==> src/rtl/fpu_cluster_ret_merge.sv <==
// fpu_cluster_ret_merge: retire/exception collector for an N-lane FPU cluster.
// Per-lane staging registers feed a round-robin arbiter that writes one record
// per cycle into an in-order merge FIFO. The FIFO head is presented to the
// retire unit. Sticky exception status, a protocol-error flag and a trap
// indication for unmasked exceptions are maintained alongside.
//
// Optional build macro FPU_RET_STAT_EN adds stat_cnt: per-lane saturating
// counters of granted records that carry nonzero raise flags.
//
// Handshakes: a lane record transfers on a cycle where lane_ret_en[i] and
// lane_rdy[i] are both high; the head record transfers on a cycle where
// out_valid and out_ready are both high. lane_rdy does not depend on
// lane_ret_en. A record offered while lane_rdy is low is dropped and flagged.
module fpu_cluster_ret_merge #(
    parameter int LANES  = 3,
    parameter int RET_W  = 14,
    parameter int FLAG_W = 11,
    parameter int DEPTH  = 8,
    localparam int LW    = (LANES > 1) ? $clog2(LANES) : 1
) (
    input  logic                    clk,
    input  logic                    rst,
    input  logic [LANES*RET_W-1:0]  lane_ret,
    input  logic [LANES*FLAG_W-1:0] lane_raise,
    input  logic [LANES-1:0]        lane_ret_en,
    output logic [LANES-1:0]        lane_rdy,
    output logic                    out_valid,
    input  logic                    out_ready,
    output logic [RET_W-1:0]        out_ret,
    output logic [FLAG_W-1:0]       out_raise,
    output logic [LW-1:0]           out_lane,
    output logic                    out_trap,
    input  logic [FLAG_W-1:0]       trap_en,
    output logic [FLAG_W-1:0]       sticky,
    input  logic                    sticky_clr,
`ifdef FPU_RET_STAT_EN
    output logic [LANES*16-1:0]     stat_cnt,
`endif
    output logic                    proto_err
);

    localparam int PW = $clog2(DEPTH);

    logic [LANES-1:0]  stage_full;
    logic [RET_W-1:0]  stage_ret   [LANES];
    logic [FLAG_W-1:0] stage_raise [LANES];
    logic [LW-1:0]     rr;

    logic [LANES-1:0]  grant;
    logic              grant_any;
    logic [LW-1:0]     grant_idx;
    logic [RET_W-1:0]  grant_ret;
    logic [FLAG_W-1:0] grant_raise;
    logic [LANES-1:0]  capture;
    logic              violation;

    logic [RET_W-1:0]  mem_ret   [DEPTH];
    logic [FLAG_W-1:0] mem_raise [DEPTH];
    logic [LW-1:0]     mem_lane  [DEPTH];
    logic [PW-1:0]     wr_ptr;
    logic [PW-1:0]     rd_ptr;
    logic [PW:0]       count;
    logic              fifo_full;
    logic              pop;
    logic              can_grant;

    assign out_valid = (count != '0);
    assign fifo_full = (count == (PW+1)'(DEPTH));
    assign pop       = out_valid & out_ready;
    // A full FIFO can still accept a write when the head leaves this cycle.
    assign can_grant = ~fifo_full | pop;

    // Round-robin search for the first full stage starting at rr.
    always_comb begin
        int idx;
        grant     = '0;
        grant_any = 1'b0;
        grant_idx = '0;
        idx       = 0;
        for (int k = 0; k < LANES; k++) begin
            idx = int'(rr) + k;
            if (idx >= LANES) idx = idx - LANES;
            if (!grant_any && can_grant && stage_full[idx]) begin
                grant_any  = 1'b1;
                grant_idx  = LW'(idx);
                grant[idx] = 1'b1;
            end
        end
    end

    assign grant_ret   = stage_ret[grant_idx];
    assign grant_raise = stage_raise[grant_idx];
    assign lane_rdy    = ~stage_full | grant;
    assign capture     = lane_ret_en & lane_rdy;
    assign violation   = |(lane_ret_en & ~lane_rdy);

    // Per-lane staging: load on capture, free on grant (capture wins so a
    // lane can stream one record per cycle).
    always_ff @(posedge clk or posedge rst) begin
        if (rst) begin
            stage_full <= '0;
            for (int i = 0; i < LANES; i++) begin
                stage_ret[i]   <= '0;
                stage_raise[i] <= '0;
            end
        end else begin
            for (int i = 0; i < LANES; i++) begin
                if (capture[i]) begin
                    stage_full[i]  <= 1'b1;
                    stage_ret[i]   <= lane_ret[i*RET_W +: RET_W];
                    stage_raise[i] <= lane_raise[i*FLAG_W +: FLAG_W];
                end else if (grant[i]) begin
                    stage_full[i]  <= 1'b0;
                end
            end
        end
    end

    // Round-robin pointer moves past the granted lane; holds otherwise.
    always_ff @(posedge clk or posedge rst) begin
        if (rst) begin
            rr <= '0;
        end else if (grant_any) begin
            rr <= (grant_idx == LW'(LANES - 1)) ? '0 : LW'(grant_idx + 1'b1);
        end
    end

    // FIFO pointers and occupancy; the extra count bit separates full from empty.
    always_ff @(posedge clk or posedge rst) begin
        if (rst) begin
            wr_ptr <= '0;
            rd_ptr <= '0;
            count  <= '0;
        end else begin
            if (grant_any) wr_ptr <= wr_ptr + 1'b1;
            if (pop)       rd_ptr <= rd_ptr + 1'b1;
            case ({grant_any, pop})
                2'b10:   count <= count + 1'b1;
                2'b01:   count <= count - 1'b1;
                default: count <= count;
            endcase
        end
    end

    // FIFO storage; contents are only observed through a valid head.
    always_ff @(posedge clk) begin
        if (grant_any) begin
            mem_ret[wr_ptr]   <= grant_ret;
            mem_raise[wr_ptr] <= grant_raise;
            mem_lane[wr_ptr]  <= grant_idx;
        end
    end

    assign out_ret   = out_valid ? mem_ret[rd_ptr]   : '0;
    assign out_raise = out_valid ? mem_raise[rd_ptr] : '0;
    assign out_lane  = out_valid ? mem_lane[rd_ptr]  : '0;
    assign out_trap  = out_valid & (|(out_raise & trap_en));

    // Sticky status and protocol error: a same-cycle set survives a clear.
    always_ff @(posedge clk or posedge rst) begin
        if (rst) begin
            sticky    <= '0;
            proto_err <= 1'b0;
        end else begin
            sticky    <= (sticky_clr ? '0 : sticky) | (grant_any ? grant_raise : '0);
            proto_err <= (sticky_clr ? 1'b0 : proto_err) | violation;
        end
    end

`ifdef FPU_RET_STAT_EN
    logic [15:0] stat_q [LANES];

    // Per-lane count of granted records with raised flags; clear beats increment.
    always_ff @(posedge clk or posedge rst) begin
        if (rst) begin
            for (int i = 0; i < LANES; i++) stat_q[i] <= '0;
        end else begin
            for (int i = 0; i < LANES; i++) begin
                if (sticky_clr) begin
                    stat_q[i] <= '0;
                end else if (grant[i] && (grant_raise != '0) && (stat_q[i] != 16'hFFFF)) begin
                    stat_q[i] <= stat_q[i] + 16'd1;
                end
            end
        end
    end

    // Flatten counters onto the output bus.
    always_comb begin
        stat_cnt = '0;
        for (int i = 0; i < LANES; i++) stat_cnt[i*16 +: 16] = stat_q[i];
    end
`endif

endmodule

==> config.mk <==
export PLATFORM = sky130hd
export DESIGN_NAME = fpu_cluster_ret_merge
export DESIGN_NICKNAME = d
export VERILOG_FILES = /design/src/rtl/fpu_cluster_ret_merge.sv
export SDC_FILE = /design/constraint.sdc
export NUM_CORES = 1
export LEC_CHECK = 0
export ABC_CLOCK_PERIOD_IN_PS = 4700
export BUFFER_PORTS_ARGS = -buffer_cell sky130_fd_sc_hd__buf_2
export CAP_MARGIN = 5
export CORE_MARGIN = 4
export CORE_UTILIZATION = 30
export CTS_BUF_LIST = sky130_fd_sc_hd__clkbuf_8 sky130_fd_sc_hd__clkbuf_16
export DETAILED_ROUTE_END_ITERATION = 7
export GPL_TIMING_DRIVEN = 0
export PLACE_DENSITY = 0.6
export SETUP_SLACK_MARGIN = 0.02
export SYNTH_ARGS = -nofsm -noshare
export SYNTH_HDL_FRONTEND = slang
export SYNTH_SLANG_ARGS = --single-unit
==> constraint.sdc <==
create_clock -name clk -period 4.7 [get_ports clk]
set_clock_uncertainty 0.2 [all_clocks]
set_input_delay 0.47 -clock clk [delete_from_list [all_inputs] [get_ports clk]]
set_output_delay 0.47 -clock clk [all_outputs]
set_load 0.01 [all_outputs]
# Word level (Yosys, flattened, before mapping)
# Memories as Yosys holds them, arrays and structs flattened.
# Cells that the tools add are included.
# Widths: inputs -> output; s select.
# op_classes
mux	49
addsub	10
n_bitwise	15
n_reduce_logical	17
eq_ne	4
n_lt_le_gt_ge	10
# ops
cell	n
$ge 32x1->1 const B	3
$lt 32x4->1 const B	3
$mux 32	3
$mux 11	5
$mux 14	3
$bmux 14 s2	1
$bmux 11 s2	1
$mux 1	21
$and 11x11->11	1
$or 11x11->11	1
$reduce_or 11->1	1
$mux 2	5
$mux 3	3
$or 3x3->3	3
$logic_and 1x1->1	8
$pmux 4 s2	1
$reduce_bool 2->1	4
$sub 3x2->4 const B	2
$add 3x1->3 const B	2
$and 3x3->3	2
$bmux 1 s2	3
$demux 1 s2	3
$ge 3x2->1 const B	2
$not 3->3	2
other kinds (18)	22
# totals
ff_bits	102
mem_bits_rw	216
memories	3
inputBits	93
# memory_table
name	words	word_bits	rd	rd_ports_with_merged_regs	wr	line_no	rtl
mem_ret	8	14	1	0	1	57	logic [RET_W-1:0] mem_ret [DEPTH];
mem_raise	8	11	1	0	1	58	logic [FLAG_W-1:0] mem_raise [DEPTH];
mem_lane	8	2	1	0	1	59	logic [LW-1:0] mem_lane [DEPTH];

# Logic depth before layout (Yosys ltp)
# Gate-level depths: netlist of run 1.
# logic_depth
ltp_word	21
ltp_mapped	15

# Worst setup path after synthesis of run 1
# Ideal clock, no wire load.
# synth_path
path_kind	register to register
start	reg rr[0]
end	mem mem_lane[4][0] in the netlist's numbering, enable pin
n_path_buf	1
required_ps	4011
arrival_time_ps	4391
stages_incl_launch_ff	9
path_slack_ps	-380
setup_ps	489
path_cell_list	dfrtp_1 inv_1 ha_1 clkbuf_1 mux2i_1 o22ai_1 or3_1 nand2_1 nor4b_1
# synth_between
elab_chain_len	17
elab_cells_between_ends	32
classes_between	5 x add/sub; 3 x order compare; 17 x mux; 7 x reduce/logical
# synth_rtl
element	line_no	rtl
from (decl)	47	logic [LW-1:0] rr;
from (signal assigned)	124	rr <= (grant_idx == LW'(LANES - 1)) ? '0 : LW'(grant_idx + 1'b1);
parallel branches: the longest is 14 deep, another holds $sub 3x2->4	-	
$mux 1 (*)	83	if (!grant_any && can_grant && stage_full[idx]) begin
$mux 1 (*)	147	if (grant_any) begin
$mux 1 (not written as such) (*)	150	mem_lane[wr_ptr] <= grant_idx;
to (decl)	59	
# Mark *: on every way between the ends. The select of a mux whose other input is x is not followed.

# Worst setup path after layout of run 1
# layout_path
start	reg rr[1]
end	out lane_rdy[0]
# layout_between
elab_chain_len	16
elab_cells_between_ends	50
classes_between	5 x add/sub; 9 x order compare; 23 x mux; 3 x bitwise; 10 x reduce/logical
# layout_rtl
element	line_no	rtl
parallel branches: the longest is 14 deep, another holds $ge 32x1->1	-	
$mux 3 (*)	83	
$or 3x3->3 (*)	93	assign lane_rdy = ~stage_full | grant;
to (decl)	26	output logic [LANES-1:0] lane_rdy,
# Marks and branches as above.

==> results of run 1 <==
==> logic make-up (layout without fill, tap and decap cells) <==
logic type | count (synthesis) | after routing | share of synthesized area (%)
simple gates | 197 | 197 | 7.02
fa+ha+maj | 9 | 9 | 0.799
mux | 148 | 148 | 14.8
xor+xnor | 9 | 9 | 0.559
compound gates | 159 | 159 | 9.33
buf+inv | 117 | 395 | 3.38
flops | 318 | 318 | 64.1
==> layout make-up <==
type	count	area (µm²)	area share, %
Buffer	66	287	1.64
Clock buffer	36	890	5.09
Timing Repair Buffer	216	1440	8.26
Clock inverter	26	245	1.40
Multi-Input combinational cell	522	4630	26.5
Tap cell	607	759	4.34
Inverter	51	194	1.11
Sequential cell	318	9040	51.7
==> sequential cells by signal, summed over array words and instances (netlist names) <==
| register | count |
|---|---|
| stage_full | 3 |
| sticky | 11 |
| mem_raise | 88 |
| wr_ptr | 3 |
| mem_lane | 16 |
| mem_ret | 112 |
| count | 4 |
| rd_ptr | 3 |
| proto_err | 1 |
| stage_ret | 42 |
| rr | 2 |
| stage_raise | 33 |
==> through the flow <==
stage          cells  hold WS (ns)  setup WS (ns)
6_report        1842        0.0234          0.373
5_1_grt         1842        0.0229          0.103
4_1_cts         1841       0.00235          0.203
3_5_place_dp    1731         0.281          0.239
3_3_place_gp    1700         0.273          -3.35
2_1_floorplan    957         0.265         -0.380
==> timing repair <==
action,in CTS,in global routing
setup endpoints to repair,0,64
resized for setup,0,4
hold buffers,48,0
hold endpoints to repair,104,0
==> power groups by stage <==
stage / Sequential [W] / Clock, W / Combinational, W
after floorplan: 0.00557 / 0 / 0.00422
after global placement: 0.00572 / 0 / 0.00637
after detailed placement: 0.00569 / 0 / 0.00677
after CTS: 0.00565 / 0.00278 / 0.00682
after global routing: 0.00576 / 0.00290 / 0.00744
final: 0.00564 / 0.00271 / 0.00679
==> worst reg2reg max path, cell delays in order (launching register included) <==
cell       delay (ns)
dfrtp_1          0.42
inv_1            0.09
ha_1             0.32
mux2i_1          0.46
o2111ai_1        0.21
a31oi_2          0.53
or2_2            0.20
buf_2            0.20
clkbuf_1         0.50
o21ai_0          0.58
==> metal layers <==
layer / GRT usage, % / vias to the layer above / routed length [µm]
li1: - / 4211 / -
met1: 21.5 / 4662 / 17100
met2: 22.6 / 360 / 16800
met3: 2.75 / 66 / 2620
met4: 3.62 / 4 / 891
met5: 0 / - / 33
==> worst max-delay path by stage <==
stage / depth (start not counted) / startpoint / endpoint / slack (ns)
after floorplan: 8 / rr[0] / mem_lane[4][0] / -0.38
after global placement: 8 / rr[0] / mem_ret[5][8] / -3.35
after detailed placement: 8 / rr[1] / mem_ret[1][7] / 0.24
after CTS: 8 / rr[1] / mem_ret[0][7] / 0.20
after global routing: 8 / rr[1] / lane_rdy[0] / 0.10
final: 8 / rr[1] / lane_rdy[0] / 0.37
==> cell usage in the layout (no fill, tap or decap), types with 12 or more instances in the layout <==
master / Yosys / layout
edfxtp_1: 216 / 216
buf_2: 15 / 151
dfrtp_1: 102 / 102
nand2_1: 62 / 62
inv_1: 51 / 56
mux2i_1: 51 / 51
dlygate4sd3_1: 0 / 48
mux4_2: 42 / 42
nand3_1: 41 / 41
clkbuf_1: 40 / 39
a22oi_1: 38 / 38
clkbuf_16: 0 / 35
mux2_2: 34 / 34
o21ai_0: 27 / 27
and2_1: 26 / 26
buf_4: 1 / 25
o221a_2: 25 / 25
o311ai_0: 25 / 25
nor2_1: 25 / 25
mux2_1: 20 / 20
o221ai_1: 12 / 12
==> impl_results.md, run 1 <==
* Drt total wl at 37.5 mm
* Post-synthesis cell area at 0.0141 mm²
* R2R Setup Slk at 0.54 ns
* Total gr overflow at 0
* Crit-path slowest cell: o31ai_1
* Peak Freq at 231 MHz
* Logic pwr share at 44.8%
* Initial Util at 30.3%
* DRT Pass-1 Iters at 6
* Leakage power at 6.66 nW
* Clock network fraction of design power at 17.9%
* Total power at 0.0151 W
* Clk sinks at 318
* Clk slew on worst S/H paths at 0.06 ns
* Routability cong. at 0.862
* Die X at 225 µm
* Yosys synthesis warning count at 0
* Vias in the first global route at 9,551
* Endpoint class of the critical path: output port
* Rows at 79
* Via-to-Cell Ratio at 5.05
* PwrDens at 866 mW/mm²
* Post-Syn Instances at 957
* Int Power at 0.00932 W
* DRC Markers at 0
* Hold path depth at 2
* Most used DFF post-synth: edfxtp_1
* CP Max Fanout at 10
* Crit path buf inv count at 3
* RSZ-0062 raised after global routing: no
* Worst EP required at 4.03 ns
* Dominant cells by area after synthesis: edfxtp_1 46%, dfrtp_1 18%, mux4_2 6.7%
* Clock buffer depth at 3
* Worst-path cell chain: inv_1 -> ha_1 -> mux2i_1 -> a21oi_1 -> o31ai_1 -> clkbuf_1 -> a21o_1 -> buf_2
* Most frequent cell after synthesis: edfxtp_1
* CP Launch Type: flip-flop
* Layout filler cell count at 4,382
* ANT cells at 0
* Period utilisation layout at 92.1%
* Drt wl/cell at 20.4 µm
* Asr flop ratio synth at 32.1%
* Die Area at 0.0505 mm²
* Largest net degree at the start of global routing at 59
* Reg2Reg Depth at 9
* Post-synth EDFFs at 216
* Largest stage delay, worst path at 0.85 ns
* Max-cap violations at 0
* PortBufs at 136
* Register bit total from synthesis at 318
* Final Critical Period at 4.33 ns
* Synth area leader: edfxtp_1
* Worst Max-Slew Pin Slew at 1.40 ns
* Hold Path End: stage_ret[4]
* Switching pwr at 0.00582 W
* First-pass GRT wire length at 58.0 mm
* Post-route core utilization at 37.6%
* Antenna violations before repair at 3
* Syn-to-layout area delta at 24.1%
* WP data arrival at 3.66 ns
* Ports at 137
* H-tree Lvls at 2
* Fin. Hold Viols at 0
* Total GRT Usage at 14.7%
* Sw Ratio at 38.5%
* Syn_nets at 1,059
* Status: completed
* Syn Area/Cell at 14.7 µm²
* Num CTS Buffers at 35
* Height of the die at 225 µm
* Core region area at 0.0465 mm²
* Design Area, Final at 0.0175 mm²
* Placed cell areas at 0.0159 mm²
* Setup CP Type: flip-flop to output port
* Postcts setup bufs at 0
* Final setup vio count at 0
* Worst-skew pair later-pin latency at 0.51 ns
* Max IR drop VDD at 0.331 mV
* Setup_tns at 0 ns
* Top delay family on crit path: compound AO/OA/AOI/OAI gates
* Sequential area share after synthesis at 64.1%
* Post-detailed-route count of antenna-violating nets at 0
* Worst hold path class: input pin to flip-flop
* Fraction of layout cells with a size suffix above 1 at 29.1%
* Count of cell types in the netlist at 61
* Reg2Reg Launch Point: rr[1]
* R2R Path End: mem_raise[2][10]
* Synth top area share at 46.0%
* DP Wirelength at 27.4 mm
* Root Driver: clkbuf_16
* Rel. slew slack at 5.56%
* Fin. max-slew vios at 0
* CTS tree: yes
* DR vias at 9,303
* Sequential share of power at 37.3%
* # nets final at 1,312
* Initial DRC count at 810
* Post-synth top cells: 216 x edfxtp_1, 102 x dfrtp_1, 62 x nand2_1
* Hold_sp: lane_ret[32]
No activity file was read; power rests on OpenSTA's default activity.
==> inputs of run 2 (changes only) <==
--- a/config.mk
+++ b/config.mk
@@ -8,7 +8,7 @@
 export ABC_CLOCK_PERIOD_IN_PS = 4700
 export BUFFER_PORTS_ARGS = -buffer_cell sky130_fd_sc_hd__buf_2
 export CAP_MARGIN = 5
-export CORE_MARGIN = 4
+export CORE_MARGIN = 8
 export CORE_UTILIZATION = 30
 export CTS_BUF_LIST = sky130_fd_sc_hd__clkbuf_8 sky130_fd_sc_hd__clkbuf_16
 export DETAILED_ROUTE_END_ITERATION = 7
==> run 2 against run 1 <==
Compared with the run above: power up 0.72%; sequential power about the same; largest power group unchanged; clock power up 3%; final cell count up 0.38%.
==> impl_results.md, run 2 (synthesized netlist as in run 1, its figures left out) <==
* Status: completed
* Top reg by flops: mem_ret
* Die Area at 0.0542 mm² (+7.2%)
* Clock buffer depth at 3 (unchanged)
* Peak Freq at 226 MHz (-2.2%)
* Via-to-Cell Ratio at 5.10 (+0.89%)
* Max IR drop VDD at 0.382 mV (+15%)
* Most frequent cells in the layout: 216 x edfxtp_1, 151 x buf_2, 102 x dfrtp_1
* Initial DRC count at 773 (-4.6%)
* H-tree Lvls at 2 (unchanged)
* Top flop regs: mem_ret (112), mem_raise (88), stage_ret (42)
* Num CTS Buffers at 36 (+2.9%)
* Initial Util at 30.3% (unchanged)
* Worst Max-Slew Pin Slew at 1.34 ns (-0.0658 ns)
* Height of the die at 233 µm (+3.6%)
* Vias in the first global route at 9,786 (+2.5%)
* Post-route core utilization at 37.8% (+0.18 points)
* Max-cap violations at 0 (unchanged)
* Crit-path slowest cell: nor3_1
* Period utilisation layout at 94.1% (+2.1 points)
* Drt total wl at 38.6 mm (+2.9%)
* Reg2Reg Depth at 9 (unchanged)
* Post-detailed-route count of antenna-violating nets at 0 (unchanged)
* Worst-path cell chain: inv_1 -> ha_1 -> nor3b_1 -> a221oi_1 -> nor3_1 -> or2_2 -> buf_2 -> clkbuf_1 -> o21ai_0
* Endpoint class of the critical path: flip-flop
* Fin. Hold Viols at 0 (unchanged)
* Drt wl/cell at 20.9 µm (+2.5%)
* Hold path depth at 2 (unchanged)
* Worst EP required at 4.58 ns (+0.55 ns)
* Clk sinks at 318 (unchanged)
* Setup CP Type: flip-flop to flip-flop
* DRC Markers at 0 (unchanged)
* Die X at 233 µm (+3.6%)
* Antenna violations before repair at 1 (-2)
* Final non-filler cell total at 1,849 (+0.38%)
* Postcts setup bufs at 0 (unchanged)
* First-pass GRT wire length at 59.3 mm (+2.4%)
* Root Driver: clkbuf_16
* Worst hold path class: input pin to flip-flop
* PwrDens at 868 mW/mm² (+0.25%)
* Final Critical Period at 4.42 ns (+0.0969 ns)
* DRT Pass-1 Iters at 6 (unchanged)
* Most common cell after layout, fill and taps aside: edfxtp_1
* DP Wirelength at 28.0 mm (+2.2%)
* Fraction of layout cells with a size suffix above 1 at 28.9% (-0.16 points)
* Fin. max-slew vios at 0 (unchanged)
* Core region area at 0.0465 mm² (unchanged)
* Max reg flops at 112 (unchanged)
* WP data arrival at 4.30 ns (+0.64 ns)
* Largest stage delay, worst path at 1.06 ns (+0.21 ns)
* Largest net degree at the start of global routing at 57 (-3.4%)
* Syn-to-layout area delta at 24.7%
* Clk slew on worst S/H paths at 0.06 ns (about the same)
* Total gr overflow at 0 (unchanged)
* # nets final at 1,316 (+0.30%)
* Leakage power at 6.70 nW (+0.52%)
* ANT cells at 0 (unchanged)
* Worst-skew pair later-pin latency at 0.53 ns (+0.02 ns)
* Final setup vio count at 0 (unchanged)
* Placed cells at 1,731 (unchanged)
* CTS tree: yes
* Total GRT Usage at 14.1% (-0.58 points)
* Rel. slew slack at 10.3% (+4.7 points)
* Ports at 137 (unchanged)
* RSZ-0062 raised after global routing: no
* CP Launch Type: flip-flop
* PortBufs at 136 (unchanged)
* DR vias at 9,421 (+1.3%)
* Routability cong. at 0.852 (-1.1%)
* Rows at 79 (unchanged)
* CP Max Fanout at 10 (unchanged)
-- run 2: power breakdown --
part | internal, W | switching [W]
clock | 0.00166 | 0.00113
sequential | 0.00517 | 0.000469
combinational | 0.00250 | 0.00432
-- run 2: critical path, delay by kind of cell, from the launching register on --
kind | cells | cell delay [ns]
AOI/OAI and AO/OA | 2 | 0.66
adders and majority gates | 1 | 0.40
DFF | 1 | 0.38
and+or+nand+nor | 3 | 1.53
buffers and inverters | 3 | 0.80
-- run 2: timing repair --
action,CTS,global route
endpoints found under the hold margin,107,0
hold buffers,52,0
setup endpoints to repair,0,48
resized for setup,0,3
-- run 2: path summary, 6_finish.rpt --
path | from | end | slack, ns
max reg2reg | rr[0] | mem_raise[6][6] | 0.28
max in group asynchronous | rst | rd_ptr[2] | 3.12
min in group asynchronous | rst | stage_ret[7] | 0.44
min | lane_ret_en[1] | stage_full[1] | 0.04
min reg2reg | stage_ret[26] | stage_ret[26] | 0.29
max | rr[0] | mem_raise[6][6] | 0.28
-- run 2: stage by stage --
step	hold WS [ns]	setup TNS [ns]	setup WS, ns	power [W]	cell area, µm²
final	0.0426	0	0.276	0.0152	17600
after global placement	0.273	-608.24	-3.39	0.0121	15500
after global routing	0.0511	0	0.0246	0.0162	17600
after CTS	0.0314	0	0.250	0.0154	17600
after detailed placement	0.281	0	0.292	0.0125	15900
after floorplan	0.265	-51.95	-0.380	0.00979	14100
-- run 2: metal layers --
metal	global-route usage [%]	vias up	part of all wire, %
met1	19.4	4717	44
met5	0	-	0.034
met4	4.09	2	2.6
met2	22.2	402	46
met3	2.96	71	7.3
li1	-	4229	-
-- run 2: layout make-up --
type / instances / area [µm²]
Clock buffer: 37 / 926
Timing Repair Buffer: 219 / 1490
Multi-Input combinational cell: 522 / 4620
Tap cell: 607 / 759
Inverter: 51 / 194
Buffer: 66 / 287
Clock inverter: 29 / 249
Sequential cell: 318 / 9040
Fill cell: 4371 / 28900
